===== src/rtl/mcp_pkg.sv =====
// Shared definitions for the multicycle-path register launcher: FSM encoding,
// reset pattern of the launched value, and counter sizing.
`ifndef BSV_ASSIGNMENT_DELAY
`define BSV_ASSIGNMENT_DELAY
`endif

package mcp_pkg;

    typedef enum logic [1:0] {
        IDLE   = 2'd0,
        SETTLE = 2'd1,
        FIRE   = 2'd2
    } mcp_state_e;

    localparam int MCP_MAX_WIDTH = 1024;

    // Repeated 2'b10 pattern from the LSB up, cleared above the requested width.
    function automatic logic [MCP_MAX_WIDTH-1:0] mcp_reset_pattern(input int width);
        logic [MCP_MAX_WIDTH-1:0] pat;
        pat = {MCP_MAX_WIDTH{1'b0}};
        for (int i = 0; i < MCP_MAX_WIDTH; i++) begin
            if ((i < width) && (i[0] == 1'b1)) begin
                pat[i] = 1'b1;
            end else begin
                pat[i] = 1'b0;
            end
        end
        return pat;
    endfunction

    function automatic int mcp_cnt_width(input int delay);
        if (delay <= 1) begin
            return 1;
        end else begin
            return $clog2(delay + 1);
        end
    endfunction

endpackage


===== src/rtl/mcp_settle_counter.sv =====
// Settle down-counter: loads the remaining settle cycles on launch and
// counts down to a zero flag without wrapping.
`ifndef BSV_ASSIGNMENT_DELAY
`define BSV_ASSIGNMENT_DELAY
`endif

module mcp_settle_counter #(
    parameter int CNT_W = 1
) (
    input  logic             CLK,
    input  logic             RST,
    input  logic             load,
    input  logic [CNT_W-1:0] load_val,
    input  logic             dec,
    output logic             zero
);

    localparam logic [CNT_W-1:0] CNT_ONE  = CNT_W'(1'b1);
    localparam logic [CNT_W-1:0] CNT_ZERO = {CNT_W{1'b0}};

    logic [CNT_W-1:0] count_r;

    // Count register: reset clears, load wins over decrement, zero holds.
    always_ff @(posedge CLK) begin
        if (RST) begin
            count_r <= `BSV_ASSIGNMENT_DELAY CNT_ZERO;
        end else if (load) begin
            count_r <= `BSV_ASSIGNMENT_DELAY load_val;
        end else if (dec && (count_r != CNT_ZERO)) begin
            count_r <= `BSV_ASSIGNMENT_DELAY count_r - CNT_ONE;
        end else begin
            count_r <= `BSV_ASSIGNMENT_DELAY count_r;
        end
    end

    assign zero = (count_r == CNT_ZERO);

endmodule


===== src/rtl/mcp_reg_launch.sv =====
// Launches a value into a destination multicycle capture register: the value is
// registered on acceptance and the capture strobe follows after the settle delay.
`ifndef BSV_ASSIGNMENT_DELAY
`define BSV_ASSIGNMENT_DELAY
`endif

module mcp_reg_launch
    import mcp_pkg::*;
#(
    parameter int width = 1,
    parameter int delay = 0
) (
    input  logic             CLK,
    input  logic             RST,
    input  logic             EN_put,
    input  logic [width-1:0] put_val,
    output logic             RDY_put,
    output logic [width-1:0] mcp_val,
    output logic             mcp_set,
    output logic             put_drop
);

    localparam int                       CNT_W        = mcp_cnt_width(delay);
    localparam logic [MCP_MAX_WIDTH-1:0] RST_PAT_FULL = mcp_reset_pattern(width);
    localparam logic [width-1:0]         RST_PAT      = RST_PAT_FULL[width-1:0];
    localparam logic [CNT_W-1:0]         LOAD_VAL     = CNT_W'((delay > 0) ? (delay - 1) : 0);
    // A zero settle delay skips SETTLE entirely.
    localparam mcp_state_e               LAUNCH_ST    = (delay == 0) ? FIRE : SETTLE;

    mcp_state_e       state_r;
    mcp_state_e       state_nxt_s;
    logic             accept_s;
    logic             dec_s;
    logic             drop_s;
    logic             cnt_zero_s;
    logic             rdy_r;
    logic             set_r;
    logic             drop_r;
    logic [width-1:0] val_r;

    mcp_settle_counter #(
        .CNT_W(CNT_W)
    ) u_settle_counter (
        .CLK      (CLK),
        .RST      (RST),
        .load     (accept_s),
        .load_val (LOAD_VAL),
        .dec      (dec_s),
        .zero     (cnt_zero_s)
    );

    // Next-state decode plus accept, decrement and drop qualifiers.
    always_comb begin
        state_nxt_s = state_r;
        accept_s    = 1'b0;
        dec_s       = 1'b0;
        drop_s      = 1'b0;
        case (state_r)
            IDLE: begin
                if (EN_put) begin
                    accept_s    = 1'b1;
                    state_nxt_s = LAUNCH_ST;
                end else begin
                    state_nxt_s = IDLE;
                end
            end
            SETTLE: begin
                if (cnt_zero_s) begin
                    state_nxt_s = FIRE;
                end else begin
                    dec_s       = 1'b1;
                    state_nxt_s = SETTLE;
                end
            end
            FIRE: begin
                state_nxt_s = IDLE;
            end
            default: begin
                state_nxt_s = IDLE;
            end
        endcase
        if (EN_put && (state_r != IDLE)) begin
            drop_s = 1'b1;
        end else begin
            drop_s = 1'b0;
        end
    end

    // State register and registered outputs; outputs are pre-decoded from next state.
    always_ff @(posedge CLK) begin
        if (RST) begin
            state_r <= `BSV_ASSIGNMENT_DELAY IDLE;
            rdy_r   <= `BSV_ASSIGNMENT_DELAY 1'b1;
            set_r   <= `BSV_ASSIGNMENT_DELAY 1'b0;
            drop_r  <= `BSV_ASSIGNMENT_DELAY 1'b0;
            val_r   <= `BSV_ASSIGNMENT_DELAY RST_PAT;
        end else begin
            state_r <= `BSV_ASSIGNMENT_DELAY state_nxt_s;
            rdy_r   <= `BSV_ASSIGNMENT_DELAY (state_nxt_s == IDLE);
            set_r   <= `BSV_ASSIGNMENT_DELAY (state_nxt_s == FIRE);
            drop_r  <= `BSV_ASSIGNMENT_DELAY drop_s;
            if (accept_s) begin
                val_r <= `BSV_ASSIGNMENT_DELAY put_val;
            end else begin
                val_r <= `BSV_ASSIGNMENT_DELAY val_r;
            end
        end
    end

    assign RDY_put  = rdy_r;
    assign mcp_val  = val_r;
    assign mcp_set  = set_r;
    assign put_drop = drop_r;

endmodule

===== config.mk =====
export PLATFORM = sky130hd
export DESIGN_NAME = mcp_reg_launch
export DESIGN_NICKNAME = d
export VERILOG_FILES = /design/src/rtl/mcp_pkg.sv /design/src/rtl/mcp_settle_counter.sv /design/src/rtl/mcp_reg_launch.sv
export SDC_FILE = /design/constraint.sdc
export NUM_CORES = 1
export LEC_CHECK = 0
export BUFFER_PORTS_ARGS = -buffer_cell sky130_fd_sc_hd__buf_2
export CORE_AREA = 5 5 42 44
export DETAILED_ROUTE_END_ITERATION = 16
export DIE_AREA = 0 0 47 49
export MAX_ROUTING_LAYER = met4
export SLEW_MARGIN = 20
export SYNTH_ARGS = -nofsm -noshare
export SYNTH_HDL_FRONTEND = slang
export SYNTH_SLANG_ARGS = --single-unit
export TNS_END_PERCENT = 20

===== constraint.sdc =====
create_clock -name CLK -period 1.5 [get_ports CLK]
set_input_delay 0.3 -clock CLK [delete_from_list [all_inputs] [get_ports CLK]]
set_output_delay 0.3 -clock CLK [all_outputs]
set_load 0.005 [all_outputs]

* Word level (Yosys, flattened, before mapping)
Cells that the tools add are included.
** Word-level totals
- Register bits :: 7
- Bits in latches :: 0
- RAM bits :: 0
- Memory bits (read-only) :: 0
- Input bits :: 4
- Output and inout port bits :: 4
- Word-level logic and storage cells :: 23
- Memories kept :: 0
** Cells by class
- $add $sub $neg :: 1
- $mul :: 0
- Divide/modulo/power cells :: 0
- Order comparisons :: 0
- Eq/ne operators :: 2
- Shift-type cells :: 0
- Mux-type cells :: 8
- Bitwise logic cells :: 0
- Reduce and logical (&&, ||, !) cells :: 6
** Operators by type and width (number)
- 1-bit two-way mux :: 5
- 2-bit logical NOT :: 2
- 2-bit two-way mux :: 2
- 2-bit one-hot mux with 2 select lines :: 1
- 2-bit by 1-bit == test with 1-bit output, second input constant :: 1
- 2-bit == test, second input constant :: 1
- 1-bit logical AND :: 2
- 2-bit nonzero test :: 1
- 2-bit OR reduction :: 1
- 1-bit subtractor, second input constant :: 1

* Longest topological paths before layout
Gate-level depths: netlist (run 1).
- Depth in word-level cells :: 3
- Gate-level depth with buffers :: 2
- Depth with buffers taken out :: 2

* Hierarchy
From an unflattened synthesis (run 1), not the netlist that was laid out.
** Unflattened totals
- Cell total of the unflattened synthesis :: 25
- Area total of the unflattened synthesis :: 261.5 um2
** Modules (own cells, without submodules)
- mcp_reg_launch :: instances 1, cells each 21, area an instance 214.0 um2, seq. area each 120.1 um2
- mcp_settle_counter :: instances 1, cells each 4, area an instance 47.5 um2, seq. area each 20.0 um2

* Worst setup path after synthesis (run 1)
No wires, ideal clock.
- Path kind :: register -> register
- Start point :: reg state_r[0]
- End point :: reg val_r, in the netlist mcp_val
- Setup time :: 0.072 ns
- Arrival :: 0.677 ns
- Data required time :: 1.428 ns
- Setup slack :: 0.751 ns
- Stages on the path, launching flop included :: 3
- Clock period less this slack :: 0.749 ns
- Cell sequence :: dfxtp_1 nor3b_2 mux2i_1
** On the way
- Word-level cells in the longest chain between the ends :: 2
** RTL lines
- start: declaration :: line mcp_reg_launch.sv:30 : mcp_state_e state_r;
- start signal: assignment :: line mcp_reg_launch.sv:92 : state_r <= `BSV_ASSIGNMENT_DELAY IDLE;
- start signal: assignment :: line mcp_reg_launch.sv:98 : state_r <= `BSV_ASSIGNMENT_DELAY state_nxt_s;
- 2-bit logical NOT :: line mcp_reg_launch.sv:58 : case (state_r)
- 1-bit two-way mux :: line mcp_reg_launch.sv:58
- end signal: assignment :: line mcp_reg_launch.sv:96 : val_r <= `BSV_ASSIGNMENT_DELAY RST_PAT;
- end signal: assignment :: line mcp_reg_launch.sv:103 : val_r <= `BSV_ASSIGNMENT_DELAY put_val;
- end signal: assignment :: line mcp_reg_launch.sv:105 : val_r <= `BSV_ASSIGNMENT_DELAY val_r;
- end: declaration :: line mcp_reg_launch.sv:39 : logic [width-1:0] val_r;
No other way between the ends.
A chain may end at the register's enable or synchronous reset.

* Final worst setup path (run 1)
- Start point :: reg val_r, in the netlist mcp_val
- End point :: out mcp_val
** RTL lines
- end: declaration :: line mcp_reg_launch.sv:18 : output logic [width-1:0] mcp_val,
No word-level cell between the ends.

==> results of run 1 <==
path summary, 6_finish.rpt:
check	slack [ns]	startpoint	endpoint	cells after the start
max reg2reg	0.68	state_r[0]	mcp_val	2
min reg2reg	0.47	mcp_val	mcp_val	2
min	0.27	RST	put_drop	2
max	0.52	mcp_val	mcp_val	1
stage by stage:
stage	cell area [µm²]	worst slack [ns]
finish	332	0.522
global placement	305	0.630
CTS	332	0.506
floorplan	250	0.751
detailed placement	305	0.625
global route	332	0.488
sequential cells by signal, indices dropped and copies added (netlist names):
register / cells
mcp_set: 1
u_settle_counter.count_r: 1
put_drop: 1
state_r: 2
mcp_val: 1
RDY_put: 1
routing by layer:
metal | wire length (µm) | vias up | track usage
met5 | 0 | - | -
met4 | 0 | 0 | 0.0553
met3 | 47 | 0 | 0.0332
met2 | 178 | 7 | 0.0566
met1 | 194 | 90 | 0.0530
li1 | - | 98 | -
synthesized netlist by cell type, drive strengths merged:
cell and n:
and3 1, o21ai 1, nand2b 4, and3b 1
o21bai 1, mux2i 1, nor2 2, a21boi 2
nor3b 2, dfxtp 7
layout make-up:
type | instances | area (µm²)
clock buffers | 4 | 26.3
flip-flops and latches | 7 | 140
repair buffers | 7 | 35.0
fillers | 168 | 1070
well taps | 16 | 20.0
multi-input cells | 15 | 110
cells by family after synthesis:
| family | count (synthesis) |
|---|---|
| flops | 7 |
| compound gates | 4 |
| mux | 1 |
| simple gates | 10 |
power by group:
group	internal [mW]	switching [mW]
clock	0.101	0.0686
sequential	0.193	0.00314
combinational	0.0156	0.0118
==> impl_metrics.tcl, run 1 <==
set metrics [dict create \
    synthCells 22 \
    setup_tns_ns 0 \
    path_clk_slew_ns 0.05 \
    antenna_found_initial 0 \
    seq_area_frac_synth 0.560 \
    crit_type "reg -> out" \
    cp_cell_sequence "buf_2" \
    ctsLongestPathBuffers 2 \
    worst_pin_slew_ns 0.213 \
    ys_warn_count 0 \
    vias 195 \
    ios 8 \
    clock-root-buffer "clkbuf_4" \
    synth-xor-area-share 0 \
    grt_pass1_wl_um 738 \
    cts_hold_buf 0 \
    cp-start-kind "flip-flop" \
    synth-compound-area-share 0.110 \
    hold_viol_final 0 \
    critPathTopFamily "flip-flops" \
    slew_headroom 0.858 \
    drcViolationCount 0 \
    yosysTopAreaCell "dfxtp_1" \
    path_buf_inv 1 \
    synth_simple_gate_area_frac 0.290 \
    layout.cells.non_filler 49 \
    hp-class "in -> reg" \
    firstDrtPassIters 2 \
    gr-total-overflow 0 \
    syn_to_final_growth_pct 32.5 \
    detail-route-antenna-nets 0 \
    layout_min_cycle_time_ns 0.978 \
    die_h_um 49 \
    final_nets 38 \
    setup_viol 0 \
    fin_worst_skew_ns 0.000808 \
    crit_path_max_incr_delay_ns 0.32 \
    p_leak_nw 0.149 \
    ys_seq_elements 7 \
    viasPerCell 3.98 \
    drt-total-wl_um 419 \
    powerDensity_mw_per_mm2 1190 \
    dieArea_mm2 0.00230 \
    avgSynthCellArea_um2 11.4 \
    clk_latency_ns 0.25 \
    cts_tree "yes" \
    routabilityCongestion 0.619 \
    start_util 0.179 \
    fmax_mhz 1020 \
    utilization 0.237 \
    mostFrequentLayoutCells "dfxtp_1, buf_2, nand2b_1" \
    finalCritPeriodShare 0.652 \
    p_total_uw 394 \
    drv_cap 0 \
    yosys.area_share.adder 0 \
    worstPathMaxFanout 2 \
    cp_data_required_time_ns 1.20 \
    drive_gt1_frac 0.364 \
    synth_cell_types 10 \
    syn_area_um2 250 \
    cts-resized-gates 0 \
    core_mm2 0.00140 \
    grt_max_degree 8 \
    grt_pass1_vias 189 \
    cts_setup_buffers 0 \
    synth_mux_area_frac 0.0400 \
    critPathSlowestCell "dfxtp_1" \
    cts_made_buffers 3 \
    yosysTopAreaCellShare 0.560 \
    clock-sinks 7 \
    wl_per_cell_um 8.55 \
    grt_use_total 0.0506 \
    fin_hold_ws_ns 0.270 \
    die_w_um 47 \
    final-max-slew-violation-count 0 \
    synth_top_family_by_area "simple AND/OR/NAND/NOR gates" \
    status "completed" \
    rows 14 \
    end_kind "output port" \
    syn_nets 26 \
    dp_cells 45 \
    diodes 0 \
    critPathArrivalTime_ns 0.68 \
    drt-initial-drc-count 3 \
    htreeDepth 1 \
    peakVddDrop_mv 0.347 \
    port_buffers 7 \
    synth.area.top_cells "dfxtp_1, nand2b_1, nor3b_2" \
    rsz0062_at_grt "false" \
]
Note: power is estimated with default switching activity, not from simulation.
==> run 2: changes to the inputs <==
==> constraint.sdc (replaced) <==
create_clock -name CLK -period 0.9 [get_ports CLK]
set_input_delay 0.18 -clock CLK [delete_from_list [all_inputs] [get_ports CLK]]
set_output_delay 0.18 -clock CLK [all_outputs]
set_load 0.005 [all_outputs]
==> run 2 against run 1 <==
Net effect:
- critical path depth did not move
- combinational power rose by 66%
- die area is the same
- via count is the same
- clock power grew 65%
- cell count unchanged
- non-clock buffer count unchanged
- power up 66%
- wire length is 2.4% higher
- worst hold slack worse by 0.12 ns
- critical path type unchanged
- largest cell class unchanged
==> impl_metrics.tcl, run 2 (synthesis results as in run 1) <==
set metrics [dict create \
    grt_pass1_wl_um 662 \
    grt_use_total 0.0463 \
    end_kind "output port" \
    cp_data_required_time_ns 0.72 \
    critPathTopFamily "flip-flops" \
    worst_pin_slew_ns 0.212 \
    rsz0062_at_grt "false" \
    cts_hold_buf 0 \
    setup_ws_ns 0.0438 \
    mostFrequentLayoutCell "buf_2" \
    slew_headroom 0.858 \
    clk_latency_ns 0.25 \
    powerDensity_mw_per_mm2 1970 \
    drive_gt1_frac 0.394 \
    peakVddDrop_mv 0.805 \
    hold_viol_final 0 \
    clock-root-buffer "clkbuf_4" \
    worstPathMaxFanout 2 \
    crit_type "reg -> out" \
    dp_cells 45 \
    antenna_found_initial 0 \
    worstRegToRegCells 2 \
    holdCritStartpoint "RST" \
    largest_reg_flops 2 \
    fmax_mhz 1170 \
    grt_max_degree 8 \
    status "completed" \
    cp_cell_sequence "buf_2" \
    cts_setup_buffers 0 \
    clock-sinks 7 \
    htreeDepth 1 \
    syn_to_final_growth_pct 33.0 \
    rr_endpoint "mcp_val" \
    drcViolationCount 0 \
    rr_startpoint "state_r[0]" \
    detail-route-antenna-nets 0 \
    ctsLongestPathBuffers 2 \
    vias 195 \
    drt-total-wl_um 429 \
    finalCritPeriodShare 0.951 \
    regArea_um2 141 \
    layout.cells.non_filler 49 \
    wl_per_cell_um 8.76 \
    setup_viol 0 \
    cts_tree "yes" \
    cts_made_buffers 3 \
    critPathLaunch "mcp_val" \
    fin_worst_skew_ns 0.00273 \
    drt-initial-drc-count 1 \
    fill_cells 165 \
    rrSetupSlack_ns 0.08 \
    largest-register "state_r" \
    worstSetupEndpoint "mcp_val" \
    layout_min_cycle_time_ns 0.856 \
    pre_cts_ws_ns 0.0754 \
    setup_tns_ns 0 \
    start_util 0.179 \
    hp-class "in -> reg" \
    final-max-slew-violation-count 0 \
    routabilityCongestion 0.644 \
    ios 8 \
    crit_path_max_incr_delay_ns 0.31 \
    crit_cells 1 \
    critPathSlowestCell "dfxtp_2" \
    firstDrtPassIters 2 \
    mostFrequentLayoutCells "buf_2, dfxtp_1, nand2b_1" \
    cp-start-kind "flip-flop" \
    core_mm2 0.00140 \
    multi_input_area_um2 110 \
    die_w_um 47 \
    diodes 0 \
    drv_cap 0 \
    port_buffers 7 \
    fin_hold_ws_ns 0.147 \
    p_leak_nw 0.149 \
    dieArea_mm2 0.00230 \
    path_buf_inv 1 \
    final_nets 38 \
    critPathArrivalTime_ns 0.68 \
    p_total_uw 654 \
    rows 14 \
    viasPerCell 3.98 \
    die_h_um 49 \
    gr-total-overflow 0 \
    grt_pass1_vias 177 \
    path_clk_slew_ns 0.05 \
]
[run 2: changes by cell type in the layout (fill, tap and decap cells not counted)]
cell / before / now
dfxtp_1: 7 / 6
dfxtp_2: 0 / 1
[run 2: final cells by class]
cell class                      instances  share of cell area
Sequential cell                         7               0.425
Multi-Input combinational cell         15               0.331
Timing Repair Buffer                    7               0.105
Clock buffer                            4              0.0789
Tap cell                               16              0.0602
[run 2: metal layers]
metal / GRT usage / share of wire
met5: - / 0
met4: 0.0138 / 0
met3: 0.0664 / 0.17
met2: 0.0498 / 0.41
met1: 0.0466 / 0.42
[run 2: timing repair]
| action | 4_1_cts | 5_1_grt |
|---|---|---|
| resized for setup | 0 | 1 |
| endpoints found under the setup margin | 0 | 1 |
| hold endpoints to repair | 0 | 0 |
[run 2: worst min path at each step]
stage | cells after the start | slack, ns | to
2_1_floorplan | 1 | 0.25 | put_drop
4_1_cts | 2 | 0.14 | put_drop
5_1_grt | 2 | 0.16 | put_drop
3_5_place_dp | 2 | 0.42 | put_drop
3_3_place_gp | 2 | 0.41 | put_drop
6_report | 2 | 0.15 | put_drop
[run 2: report_power, final]
| part | internal [mW] | switching (mW) |
|---|---|---|
| clock network | 0.169 | 0.112 |
| logic | 0.0260 | 0.0196 |
| registers | 0.323 | 0.00521 |
[run 2: per-stage QoR]
step / util / cell area [µm²]
final: 0.238 / 333
after global routing: 0.238 / 333
after CTS: 0.237 / 332
after detailed placement: 0.218 / 305
after global placement: 0.218 / 305
after floorplan: - / 250
